[src/rtl/data_sync_pkg.sv]
// data_sync_pkg: shared types and helpers for the enable-qualified CDC launcher
//   state_t      handshake FSM states
//   DEF_TIMEOUT  default per-phase wait limit
//   cnt_width()  bits needed to count 0..timeout
package data_sync_pkg;

    typedef enum logic [1:0] {
        IDLE,
        SETUP,
        LAUNCH,
        RELEASE
    } state_t;

    localparam int DEF_TIMEOUT = 255;

    function automatic int cnt_width(input int timeout);
        return (timeout < 1) ? 1 : $clog2(timeout + 1);
    endfunction

endpackage

[src/rtl/data_sync_tx_bit_sync.sv]
// bit_sync: multi-flop synchronizer for a single level signal
//   i_clk  in   destination clock for the level
//   i_rst  in   synchronous active-high reset, clears the chain
//   i_d    in   asynchronous level
//   o_q    out  synchronized level (last stage)
module bit_sync #(
    parameter int NUM_STAGES = 2
) (
    input  logic i_clk,
    input  logic i_rst,
    input  logic i_d,
    output logic o_q
);

    logic [NUM_STAGES-1:0] r_chain;

    always_ff @(posedge i_clk) begin
        if (i_rst)
            r_chain <= '0;
        else
            r_chain <= {r_chain[NUM_STAGES-2:0], i_d};
    end

    assign o_q = r_chain[NUM_STAGES-1];

endmodule

[src/rtl/data_sync_tx.sv]
// data_sync_tx: source-side launcher for an enable-qualified multi-bit CDC bus
//   CLK          in   source-domain clock
//   RST          in   synchronous active-high reset
//   in_valid     in   local word available
//   in_data      in   local word
//   in_ready     out  accepting a word (IDLE)
//   ack_async    in   destination's copy of bus_enable, asynchronous level
//   unsync_bus   out  registered word, stable while bus_enable is high
//   bus_enable   out  registered qualifier for unsync_bus
//   busy         out  handshake in progress
//   done_pulse   out  one-cycle pulse on normal completion
//   timeout_err  out  one-cycle pulse on a phase timeout
// Optional: define DATA_SYNC_TX_TIMEOUT_EN to bound each LAUNCH/RELEASE wait
// to TIMEOUT cycles; without it the FSM waits indefinitely and timeout_err is 0.
module data_sync_tx
    import data_sync_pkg::*;
#(
    parameter int NUM_STAGES = 2,
    parameter int WIDTH      = 8,
    parameter int TIMEOUT    = DEF_TIMEOUT
) (
    input  logic             CLK,
    input  logic             RST,
    input  logic             in_valid,
    input  logic [WIDTH-1:0] in_data,
    output logic             in_ready,
    input  logic             ack_async,
    output logic [WIDTH-1:0] unsync_bus,
    output logic             bus_enable,
    output logic             busy,
    output logic             done_pulse,
    output logic             timeout_err
);

    state_t           r_state, w_next;
    logic [WIDTH-1:0] r_bus, w_bus;
    logic             r_en, w_en;
    logic             r_done, w_done;
    logic             r_terr, w_terr;
    logic             w_ack_sync;
    logic             w_to;
    logic             w_aborted;

    bit_sync #(
        .NUM_STAGES(NUM_STAGES)
    ) u_ack_sync (
        .i_clk(CLK),
        .i_rst(RST),
        .i_d  (ack_async),
        .o_q  (w_ack_sync)
    );

`ifdef DATA_SYNC_TX_TIMEOUT_EN
    localparam int               CNT_W   = cnt_width(TIMEOUT);
    localparam logic [CNT_W-1:0] CNT_MAX = CNT_W'(TIMEOUT);

    logic [CNT_W-1:0] r_cnt;
    logic             r_aborted;

    // Counter restarts on every state change so each phase gets its own budget.
    always_ff @(posedge CLK) begin
        if (RST || w_next != r_state)
            r_cnt <= '0;
        else if ((r_state == LAUNCH || r_state == RELEASE) && r_cnt != CNT_MAX)
            r_cnt <= r_cnt + 1'b1;
    end

    // Remembers that LAUNCH gave up, so the later ack drop is not reported as done.
    always_ff @(posedge CLK) begin
        if (RST || r_state == IDLE)
            r_aborted <= 1'b0;
        else if (r_state == LAUNCH && w_terr)
            r_aborted <= 1'b1;
    end

    assign w_to      = (r_cnt == CNT_MAX);
    assign w_aborted = r_aborted;
`else
    assign w_to      = 1'b0;
    assign w_aborted = 1'b0;
`endif

    always_comb begin
        w_next = r_state;
        w_bus  = r_bus;
        w_en   = r_en;
        w_done = 1'b0;
        w_terr = 1'b0;
        case (r_state)
            IDLE: begin
                if (in_valid) begin
                    w_bus  = in_data;
                    w_next = SETUP;
                end
            end
            SETUP: begin
                w_en   = 1'b1;
                w_next = LAUNCH;
            end
            LAUNCH: begin
                // A real ack wins over a timeout landing on the same cycle.
                if (w_ack_sync || w_to) begin
                    w_en   = 1'b0;
                    w_terr = !w_ack_sync;
                    w_next = RELEASE;
                end
            end
            RELEASE: begin
                if (!w_ack_sync) begin
                    w_done = !w_aborted;
                    w_next = IDLE;
                end else if (w_to) begin
                    w_terr = 1'b1;
                    w_next = IDLE;
                end
            end
            default: w_next = IDLE;
        endcase
    end

    always_ff @(posedge CLK) begin
        if (RST) begin
            r_state <= IDLE;
            r_bus   <= '0;
            r_en    <= 1'b0;
            r_done  <= 1'b0;
            r_terr  <= 1'b0;
        end else begin
            r_state <= w_next;
            r_bus   <= w_bus;
            r_en    <= w_en;
            r_done  <= w_done;
            r_terr  <= w_terr;
        end
    end

    assign in_ready    = (r_state == IDLE);
    assign busy        = !in_ready;
    assign unsync_bus  = r_bus;
    assign bus_enable  = r_en;
    assign done_pulse  = r_done;
    assign timeout_err = r_terr;

endmodule

[config.mk]
export PLATFORM = sky130hd
export DESIGN_NAME = data_sync_tx
export DESIGN_NICKNAME = d
export VERILOG_FILES = /design/src/rtl/data_sync_pkg.sv /design/src/rtl/data_sync_tx_bit_sync.sv /design/src/rtl/data_sync_tx.sv
export SDC_FILE = /design/constraint.sdc
export NUM_CORES = 1
export LEC_CHECK = 0
export ABC_AREA = 1
export BUFFER_PORTS_ARGS = -buffer_cell sky130_fd_sc_hd__buf_2
export CAP_MARGIN = 0
export CORE_ASPECT_RATIO = 1.4
export CORE_UTILIZATION = 25
export DETAILED_ROUTE_END_ITERATION = 8
export PLACE_DENSITY = 0.45
export SLEW_MARGIN = 20
export SYNTH_ARGS = -nofsm -noshare
export SYNTH_HDL_FRONTEND = slang
export SYNTH_SLANG_ARGS = --single-unit
[constraint.sdc]
create_clock -name CLK -period 1.4 [get_ports CLK]
set_input_delay 0.28 -clock CLK [delete_from_list [all_inputs] [get_ports CLK]]
set_output_delay 0.28 -clock CLK [all_outputs]
set_load 0.1 [all_outputs]
==> impl_results.md <==
- Status: finished clean
- Worst setup margin: 3.15 ps
- Post-synthesis sequential area ratio: 44.8%
- Max Cap Viol: 0
- Top cell type's share of synthesized area: 44.8%
- DRC viols: 0
- Chip Width: 45.8 um
- Dpl hpwl: 1.03 mm
- Setup crit start kind: flip-flop
- Synthesized area per cell: 7.62 um^2
- Setup_tns: 0 ps
- Initial DRT Pass Iterations: 2
- Syn nets: 106
- Worst Setup End Kind: output port
- Leading post-synthesis cells by cell area: dfxtp_1, nor2_1, ha_1, inv_1, o21ai_0
- Die footprint: 2900 um^2
- Layout Nets: 139
- RSZ-0062 raised after global routing: true
- Pin count of the biggest net entering global routing: 12
- Routed wire length: 1.47 mm
- Layout fillers: 295
- Register Area: 305 um^2
- Input/output buffers: 24
- Worst-path clk slew: 100 ps
- Flops & latches, synth: 15
- Yosys top cell by area: dfxtp_1
- Average vias per placed instance: 4.06
- Htree depth: 1
- Syn-to-layout area delta: 43.1%
- Max-slew violation count: 0
- Hold_ws: 188 ps
- Fin cells: 154
- Initial DRC Count: 4
- Layout cell share with drive strength beyond 1: 41.7%
- Yosys warns: 0
- Clock Skew: 2.94 ps
- Cell total after placement: 145
- Commonest non-fill, non-tap cell in the layout: buf_2
- Routed Antenna Nets: 0
- Vias in the first global route: 570
- Wire per inst: 9.57 um
- CTS Buf Count: 3
- DP Worst Slack: 98.6 ps
- Critical path type: flip-flop to output port
- Maximum root-to-sink buffer count: 2
- Post-Syn Instances: 88
- Antenna violations before repair: 0
- Root Driver: clkbuf_4
- Clock Latency Late Sink: 280 ps
- CTS sink count: 15
- Synth unique cells: 15
- Starting density of the core: 27.2%
- RePlAce Congestion: 0.799
- Worst min path class: primary input to flip-flop
- Crit-path max FO: 3
- Min Tclk post-route: 1400 ps
- Tot GR Track Use: 11.4%
- N_diodes: 0
- Die Y: 63.3 um
- FP Rows: 21
- Gr ovfl total: 0
- Post-Syn Area: 671 um^2
- Core footprint: 2470 um^2
- Worst Path Arrival: 1120 ps
- Routed vias: 625
- Tcrit/Tclk final: 99.8%
- # IOs: 25
- Global-route wire length before repair: 2.39 mm
- Finish-stage setup viols: 0
- Commonest non-fill, non-tap cells in the layout: buf_2, nor2_1, dfxtp_1
- Final hold vios: 0
- Multi-input logic area: 332 um^2
- Max Fclk: 716 MHz
- Worst Path Required: 1120 ps
- CTS tree: done
cell type report:
class,count,share of cell area (%)
Clock buffer,3,2.35
Clock inverter,1,0.522
Inverter,15,6.78
Multi-Input combinational cell,57,34.6
Sequential cell,15,31.8
Tap cell,34,4.43
Timing Repair Buffer,29,19.6
logic make-up after synthesis:
family / Yosys count / synth area share [%]
AO/OA/AOI/OAI: 9 / 7.28
adder cells (fa/ha/maj): 6 / 11.2
buffers and inverters: 16 / 9.52
flip-flops: 15 / 44.8
other: 1 / 0.559
AND/OR/NAND/NOR: 41 / 26.7
repair_timing:
| action | 4_1_cts | 5_1_grt |
|---|---|---|
| endpoints found under the setup margin | 2 | 1 |
| gates resized for setup | 8 | 0 |
| hold buffers | 0 | 0 |
| pin swaps | 1 | 0 |
| buffers inserted | 5 | 0 |
worst max-delay path: stages, from the launching register on:
cell and delay (ps):
dfxtp_4 360, inv_4 80, ha_4 150, clkinvlp_4 90, buf_12 170
state kept, by name, indices dropped and copies added (netlist names):
signal and count:
done_pulse 1, r_state 2, bus_enable 1, u_ack_sync.r_chain 2
unsync_bus 8, timeout_err 1
layer usage:
layer / track usage (%) / part of all wire, %
met5: 0 / 0
met3: 3.15 / 6.4
met1: 11.6 / 40
met2: 19.6 / 52
met4: 6.62 / 1.3
cells in the mapped netlist (all sizes together):
cell type   n
nor2       23
o21ai       9
nor3        1
nand3       3
dfxtp      15
inv        15
conb        1
buf         1
ha          6
nand2      14
through the flow:
step	area (um^2)	utilization, %
floorplan	689	-
global placement	875	35.4
detailed placement	875	35.4
CTS	960	38.9
global route	960	38.9
finish	960	38.9
worst paths after layout:
check / from / to / slack [ps] / cells past startpoint
worst min-delay path: RST / u_ack_sync.r_chain[1] / 190 / 2
worst max-delay path: r_state[1] / busy / 3 / 4
worst max register to register: r_state[0] / r_state[1] / 120 / 9
worst min register to register: u_ack_sync.r_chain[0] / u_ack_sync.r_chain[1] / 420 / 2
Power is not shown: default switching activity piles up to over one toggle a cycle in this logic, so the estimate is an artifact.
